[config.mk]
export PLATFORM = sky130hd
export DESIGN_NAME = gcd_requester
export DESIGN_NICKNAME = d
export VERILOG_FILES = /design/src/rtl/gcd_req_pkg.sv /design/src/rtl/gcd_req_timer.sv /design/src/rtl/gcd_requester.sv
export SDC_FILE = /design/constraint.sdc
export NUM_CORES = 1
export LEC_CHECK = 0
export BUFFER_PORTS_ARGS = -buffer_cell sky130_fd_sc_hd__buf_2
export CAP_MARGIN = 10
export CORE_ASPECT_RATIO = 0.5
export CORE_MARGIN = 2
export CORE_UTILIZATION = 25
export CTS_CLUSTER_SIZE = 25
export DETAILED_ROUTE_END_ITERATION = 8
export MAX_ROUTING_LAYER = met4
export PLACE_DENSITY_LB_ADDON = 0.3
export REMOVE_ABC_BUFFERS = 1
export SYNTH_ARGS = -nofsm -noshare
export SYNTH_HDL_FRONTEND = slang
export SYNTH_SLANG_ARGS = --single-unit
[constraint.sdc]
create_clock -name clk -period 1.4 [get_ports clk]
set_input_delay 0.07 -clock clk [delete_from_list [all_inputs] [get_ports clk]]
set_output_delay 0.07 -clock clk [all_outputs]
set_load 0.01 [all_outputs]
[src/rtl/gcd_req_pkg.sv]
// Shared types and defaults for the GCD requester: FSM state encoding and
// the default operand width / WAIT timeout.
package gcd_req_pkg;

  localparam int DEF_WIDTH          = 16;
  localparam int DEF_TIMEOUT_CYCLES = 1024;

  typedef enum logic [2:0] {
    ST_IDLE,
    ST_LOAD_A,
    ST_LOAD_B,
    ST_WAIT,
    ST_CLEAR,
    ST_RESP
  } gcd_req_state_e;

endpackage

[src/rtl/gcd_req_timer.sv]
// WAIT-phase watchdog for gcd_requester: counts enabled cycles and flags expiry
// on the TIMEOUT_CYCLES-th one. Only compiled when GCD_REQ_TIMEOUT_EN is defined.
`ifdef GCD_REQ_TIMEOUT_EN
module gcd_req_timer
  import gcd_req_pkg::*;
#(
  parameter int TIMEOUT_CYCLES = DEF_TIMEOUT_CYCLES
) (
  input  logic clk,
  input  logic rst_n,
  input  logic clear,
  input  logic enable,
  output logic expired
);

  localparam int CNT_W = $clog2(TIMEOUT_CYCLES + 1);

  logic [CNT_W-1:0] cnt;

  // cnt equals the number of enabled cycles already elapsed, so expiry fires
  // during the last permitted cycle and the FSM leaves on that edge.
  assign expired = enable && (cnt == CNT_W'(TIMEOUT_CYCLES - 1));

  always_ff @(posedge clk) begin
    if (!rst_n || clear) begin
      cnt <= '0;
    end else if (enable && !expired) begin
      cnt <= cnt + CNT_W'(1);
    end
  end

endmodule
`endif

[src/rtl/gcd_requester.sv]
// Request/response front end for a serial-load subtractive GCD core.
// Optional WAIT timeout (rsp_err) is built only with GCD_REQ_TIMEOUT_EN defined.
module gcd_requester
  import gcd_req_pkg::*;
#(
  parameter int WIDTH          = DEF_WIDTH,
  parameter int TIMEOUT_CYCLES = DEF_TIMEOUT_CYCLES
) (
  input  logic             clk,
  input  logic             rst_n,
  input  logic             req_valid,
  output logic             req_ready,
  input  logic [WIDTH-1:0] req_a,
  input  logic [WIDTH-1:0] req_b,
  output logic             gcd_start,
  output logic [WIDTH-1:0] gcd_data,
  output logic             gcd_clr_n,
  input  logic             gcd_done,
  input  logic [WIDTH-1:0] gcd_result,
  output logic             rsp_valid,
  input  logic             rsp_ready,
  output logic [WIDTH-1:0] rsp_gcd,
  output logic             rsp_err
);

  gcd_req_state_e   state, state_nxt;
  logic [WIDTH-1:0] a_q, b_q, rsp_gcd_q;
  logic             accept, zero_op, timeout_hit;

  // Computed from state directly (not from req_ready) to keep the FSM
  // combinational block free of feedback through its own outputs.
  assign accept  = req_valid && rst_n && (state == ST_IDLE);
  assign zero_op = (req_a == '0) || (req_b == '0);
  assign rsp_gcd = rsp_gcd_q;

`ifdef GCD_REQ_TIMEOUT_EN
  logic rsp_err_q;

  gcd_req_timer #(
    .TIMEOUT_CYCLES(TIMEOUT_CYCLES)
  ) u_timer (
    .clk    (clk),
    .rst_n  (rst_n),
    .clear  (state != ST_WAIT),
    .enable (state == ST_WAIT),
    .expired(timeout_hit)
  );

  always_ff @(posedge clk) begin
    if (!rst_n) begin
      rsp_err_q <= 1'b0;
    end else if (accept) begin
      rsp_err_q <= 1'b0;
    end else if (state == ST_WAIT && !gcd_done && timeout_hit) begin
      rsp_err_q <= 1'b1;
    end
  end

  assign rsp_err = rsp_err_q;
`else
  logic unused_timeout_cfg;

  assign timeout_hit        = 1'b0;
  assign rsp_err            = 1'b0;
  assign unused_timeout_cfg = (TIMEOUT_CYCLES > 0);
`endif

  // NOTE: state registers use non-blocking assignment so every flop samples
  // pre-edge values; blocking here would create order-dependent simulation.
  always_ff @(posedge clk) begin
    if (!rst_n) begin
      state <= ST_IDLE;
    end else begin
      state <= state_nxt;
    end
  end

  // NOTE: every output gets a default before the case statement, so no path
  // leaves a variable unassigned and no latch is inferred.
  always_comb begin
    state_nxt = state;
    req_ready = 1'b0;
    gcd_start = 1'b0;
    gcd_data  = '0;
    gcd_clr_n = rst_n;
    rsp_valid = 1'b0;
    unique case (state)
      ST_IDLE: begin
        req_ready = rst_n;
        if (accept) begin
          // A zero operand would make the subtractive core spin forever.
          state_nxt = zero_op ? ST_RESP : ST_LOAD_A;
        end
      end
      ST_LOAD_A: begin
        gcd_start = 1'b1;
        gcd_data  = a_q;
        state_nxt = ST_LOAD_B;
      end
      ST_LOAD_B: begin
        gcd_data  = b_q;
        state_nxt = ST_WAIT;
      end
      ST_WAIT: begin
        gcd_data = b_q;
        if (gcd_done || timeout_hit) begin
          state_nxt = ST_CLEAR;
        end
      end
      ST_CLEAR: begin
        gcd_clr_n = 1'b0;
        state_nxt = ST_RESP;
      end
      ST_RESP: begin
        rsp_valid = 1'b1;
        if (rsp_ready) begin
          state_nxt = ST_IDLE;
        end
      end
      default: state_nxt = ST_IDLE;
    endcase
  end

  // NOTE: operand and result registers are reset because rsp_gcd and gcd_data
  // are visible at the ports and must read zero straight out of reset.
  always_ff @(posedge clk) begin
    if (!rst_n) begin
      a_q       <= '0;
      b_q       <= '0;
      rsp_gcd_q <= '0;
    end else begin
      if (accept) begin
        a_q <= req_a;
        b_q <= req_b;
        if (zero_op) begin
          rsp_gcd_q <= req_a | req_b;
        end
      end
      if (state == ST_WAIT) begin
        if (gcd_done) begin
          rsp_gcd_q <= gcd_result;
        end else if (timeout_hit) begin
          rsp_gcd_q <= '0;
        end
      end
    end
  end

endmodule

## Word-level counts from Yosys, hierarchy flattened

Cells that the tools add are included.

- Latch bits: 0
- Bits in registers: 51
- Output and inout port bits: 37
- Word-level logic and storage cells: 35
- Bits in read-only memories: 0
- Memories: 0
- Memory bits (writable): 0
- Input port bits: 53

- Multiply operators: 0
- Reduce and logical (&&, ||, !) cells: 8
- Div/mod/pow operators: 0
- Magnitude comparators: 0
- Bitwise logic cells: 1
- Shift operators: 0
- Add/sub/neg operators: 0
- Equal/unequal tests: 8
- Mux-type cells: 14

Operators by type and width:

| operator | count |
|---|---|
| 16-bit two-way mux | 4 |
| 16-bit zero test | 2 |
| 16-bit case mux with 2 select lines | 1 |
| 3-bit case mux with 6 select lines | 1 |
| 16-bit bitwise OR | 1 |
| 3-bit two-way mux | 4 |
| 3-bit by 2-bit equality test with 1-bit output (second input constant) | 2 |
| 3-bit equality test (second input constant) | 2 |
| 2-bit inequality test (second input constant) | 3 |
| 1-bit two-way mux | 4 |
| 3-bit by 1-bit equality test with 1-bit output (second input constant) | 1 |
| 3-bit zero test | 1 |
| 3-bit AND reduction | 1 |
| 1-bit logical AND | 2 |
| 2-bit OR reduction | 1 |
| 1-bit logical OR | 1 |

## Logic depth before layout (Yosys ltp)

- Word-level depth: 6
- Depth in mapped cells: 7
- Depth with buffers taken out: 4

## Worst setup path after synthesis

No wires, ideal clock.

- Kind: register -> register
- Start point: register state[1]
- End point: register rsp_gcd_q[10] (netlist: rsp_gcd[10])
- Clock period less this slack: 1.556 ns
- Arrival time: 1.414 ns
- Setup time: 0.141 ns
- Cell stages (with the launch flop): 7
- Path buffers: 2
- Data required time: 1.259 ns
- Slack: -0.156 ns
- Cells stage by stage: dfxtp_1 > buf_6 > or3b_4 > a21o_4 > buf_6 > a22oi_2 > o221ai_2

- Cells in the longest elaborated chain, start to end: 5
- Elaborated cells between the ends (all ways): 6
- Those cells by class: eq/ne (1); mux (3); reduce/logical (2)

Ends and longest elaborated chain:

| element | RTL line | text |
|---|---|---|
| from (decl) | gcd_requester.sv:26 | `gcd_req_state_e state, state_nxt;` |
| from (signal assigned) | gcd_requester.sv:74 | `state <= state_nxt;` |
| 3-bit zero test | gcd_requester.sv:32 | `assign accept = req_valid && rst_n && (state == ST_IDLE);` |
| 1-bit logical AND | gcd_requester.sv:32 |  |
| 16-bit two-way mux | gcd_requester.sv:132 | `if (accept) begin` |
| 16-bit two-way mux | gcd_requester.sv:140 | `if (gcd_done) begin` |
| 16-bit two-way mux (*) | gcd_requester.sv:139 | `if (state == ST_WAIT) begin` |
| to (signal assigned) | gcd_requester.sv:136 | `rsp_gcd_q <= req_a \| req_b;` |
| to (signal assigned) | gcd_requester.sv:141 | `rsp_gcd_q <= gcd_result;` |
| to (decl) | gcd_requester.sv:27 | `logic [WIDTH-1:0] a_q, b_q, rsp_gcd_q;` |

Every way passes the cells marked *; elsewhere a longest branch is shown, timed or not.
A chain may end at the register's enable or synchronous reset.

## Worst setup path after layout

- Start point: register state[0]
- End point: register a_q[9]

- Cells in the longest elaborated chain, start to end: 2

Ends and longest elaborated chain:

| element | RTL line | text |
|---|---|---|
| 3-bit zero test | gcd_requester.sv:32 |  |
| 1-bit logical AND | gcd_requester.sv:32 |  |
| to (signal assigned) | gcd_requester.sv:133 | `a_q <= req_a;` |
| to (decl) | gcd_requester.sv:27 |  |

Every way passes these cells.

==> results.cfg <==
[layout]
finalNonFillerCells = 570
fin_nets = 483
drive_gt1_frac = 0.626
areaGrowthSynthToFinish_pct = 64.6
utilization = 0.429
postLayoutCellArea_sq_um = 4440
n_fill_cell = 1003
diodes = 0

[sta]
layout_min_cycle_time_ns = 1.57
setup_viol = 64
fin_setup_tns_ns = -6.94
slew_violations = 0
finalCritPeriodShare = 1.12
hold_viol_final = 0
skew_ns = 0.00677
fin_ws_ns = -0.168
fmax_mhz = 638
rsz0062_at_grt = true

[global_route]
track_usage = 0.156
grt_max_degree = 33
grt_pass1_vias = 2739
antenna_found_initial = 0
grt_pass1_wl_um = 14000
overflow = 0

[yosys]
synth_top_area_cell = dfxtp_1
synth.area.top_cells = dfxtp_1 38%, nand2_1 11%, o221ai_1 7.1%
ys_types = 36
netlist_instances = 303
yosys.area.top_type_share = 0.378
netlist_area_sq_um = 2700
yosys_warnings = 0
synth-seq-area-share = 0.378
ys_ff_latch = 51
syn_avg_cell_area_sq_um = 8.91

[pwr]
power.switching_mw = 1.73
power_mw = 5.24
p_comb_frac = 0.391
seqPwrFrac = 0.348
ir_worst_vdd_uv = 530
p_per_area_nw_per_um2 = 1180
intPower_mw = 3.51
p_leak_nw = 1.78
p_clk_frac = 0.261
p_sw_frac = 0.330

[routing]
drtIter0Drc = 179
routed_wl_um = 10300
met3WireLength_um = 402
top_layer = met4
vias = 2913
viasPerCell = 5.11
drtPass1Iterations = 4
wl_met2_um = 5190
drc = 0
ant_nets = 0
m1WireLength_um = 4640
routedWlPerCell_um = 18.1

[placement]
dp_hpwl_um = 6420
place_area_sq_um = 3530
place_congestion = 0.820
port_buffers = 88
placedCellCount = 544

[clock_tree]
root_buffer = clkbuf_16
cts.path.max_buffers = 2
clock_latency_ns = 0.29
tritoncts = done
cts_made_buffers = 5
clock_sinks = 51
clk_pin_slew_worst_paths_ns = 0.07
htree_levels = 2

[run]
cap_violations = 0

[critical_path]
crit_arrival_ns = 1.73
worstSetupEndpointType = flop
reg2reg_depth = 5
r2r_start = state[0]
crit_type = reg -> reg
crit_path_start_kind = flop
critPathRequiredTime_ns = 1.57
crit_fanout = 8
rrSetupSlack_ns = -0.17
startpoint = state[0]
r2r_end = a_q[9]

[worst_hold_path]
whs_path_depth = 3
worstHoldStart = req_b[4]
hold_path_class = in -> reg
min_to = b_q[4]

[floorplanning]
die_area_sq_um = 11700
rows = 26
initial_core_util = 0.261
core_sq_um = 10300
die_w_um = 151
die_h_um = 77.5
ios = 90

[outcome]
outcome = complete, but fails checks
violations = negative setup slack
[metal layers]
metal / vias up / global-route usage
met1: 1443 / 0.194
met2: 71 / 0.267
met5: - / -
met3: 8 / 0.0241
li1: 1391 / -
met4: 0 / 0.0383
[cell families (layout without fill, tap and decap cells)]
kind of cell,count (synthesis),count (layout),synth area share
AO/OA/AOI/OAI,91,92,0.299
buffers and inverters,34,160,0.0783
flip-flops,51,51,0.378
other,1,1,0.00139
AND/OR/NAND/NOR,126,126,0.242
[per-stage QoR]
step | setup slack [ns] | hold WS (ns)
global placement | -0.202 | 0.315
CTS | -0.122 | 0.0240
floorplan | -0.793 | 0.169
detailed placement | -0.205 | 0.317
finish | -0.168 | 0.0332
global route | -0.192 | 0.0430
[sequential cells by signal, indices dropped and copies added, names as in the netlist]
| name | cells |
|---|---|
| a_q | 16 |
| b_q | 16 |
| rsp_gcd | 16 |
| state | 3 |
[area by class of cell]
| class | count | area, sq um | share of cell area |
|---|---|---|---|
| multi-input combinational | 219 | 1840 | 0.413 |
| timing repair buffer | 150 | 1230 | 0.277 |
| sequential | 51 | 1030 | 0.231 |
| tap | 140 | 175 | 0.0394 |
| clock buffer | 6 | 129 | 0.0290 |
| clock inverter | 1 | 30.0 | 0.00676 |
| inverter | 3 | 13.8 | 0.00310 |
[cell usage after synthesis, drive strengths merged]
master	number
nand2	82
a21o	1
a22o	16
conb	1
nor2b	1
a221oi	1
o221ai	32
and4	2
and4b	1
or3	1
or3b	1
inv	3
a22oi	17
nor4	9
or2	2
nand2b	1
dfxtp	51
nor3b	1
and3	2
nor3	2
nor2	4
o21ai	5
buf	24
clkbuf	7
a211o	1
nand3	17
a21oi	18
[how the worst max path moves through the flow]
stage | end | slack, ns | cells past startpoint
floorplan | rsp_gcd[10] | -0.79 | 4
finish | a_q[9] | -0.17 | 5
detailed placement | state[2] | -0.20 | 6
global placement | state[2] | -0.20 | 6
CTS | gcd_data[4] | -0.12 | 5
global route | gcd_data[2] | -0.19 | 6
[worst max-delay path: stages (launching register included)]
cell and delay [ns]:
dfxtp_2 0.33, or3b_4 0.45, or2_4 0.34, clkbuf_16 0.21, nand2_2 0.07, a21oi_1 0.06
[cells in the final DEF, fill, tap and decap left out, drive strengths merged]
| cell | n |
|---|---|
| o221ai | 32 |
| and4 | 2 |
| a22o | 16 |
| o21ai | 5 |
| and3 | 2 |
| a22oi | 17 |
| nand2 | 82 |
| inv | 3 |
| buf | 142 |
| clkbuf | 14 |
| bufinv | 1 |
| nor2b | 1 |
| or3b | 1 |
| or3 | 1 |
| nor2 | 4 |
| dfxtp | 51 |
| conb | 1 |
| a211o | 1 |
| a21oi | 18 |
| and4b | 1 |
| or2 | 2 |
| nor3b | 1 |
| nand2b | 1 |
| nor3 | 2 |
| a21o | 2 |
| a221oi | 1 |
| nand3 | 17 |
| nor4 | 9 |
[power groups by stage]
stage	Clock (mW)	Combinational (mW)	Sequential, mW
floorplan	0	0.649	1.86
CTS	1.37	1.65	1.80
global placement	0	1.40	1.82
detailed placement	0	1.41	1.82
finish	1.37	2.05	1.82
global route	1.43	2.17	1.84
[what timing repair did]
item                                    4_1_cts  5_1_grt
hold buffers                                  0        0
endpoints found under the setup margin       65       66
resized for setup                            24       84
buffers inserted                              3        5
pin swaps                                    34       68
cloned                                        3        9
Note: power is estimated with default switching activity, not from simulation.
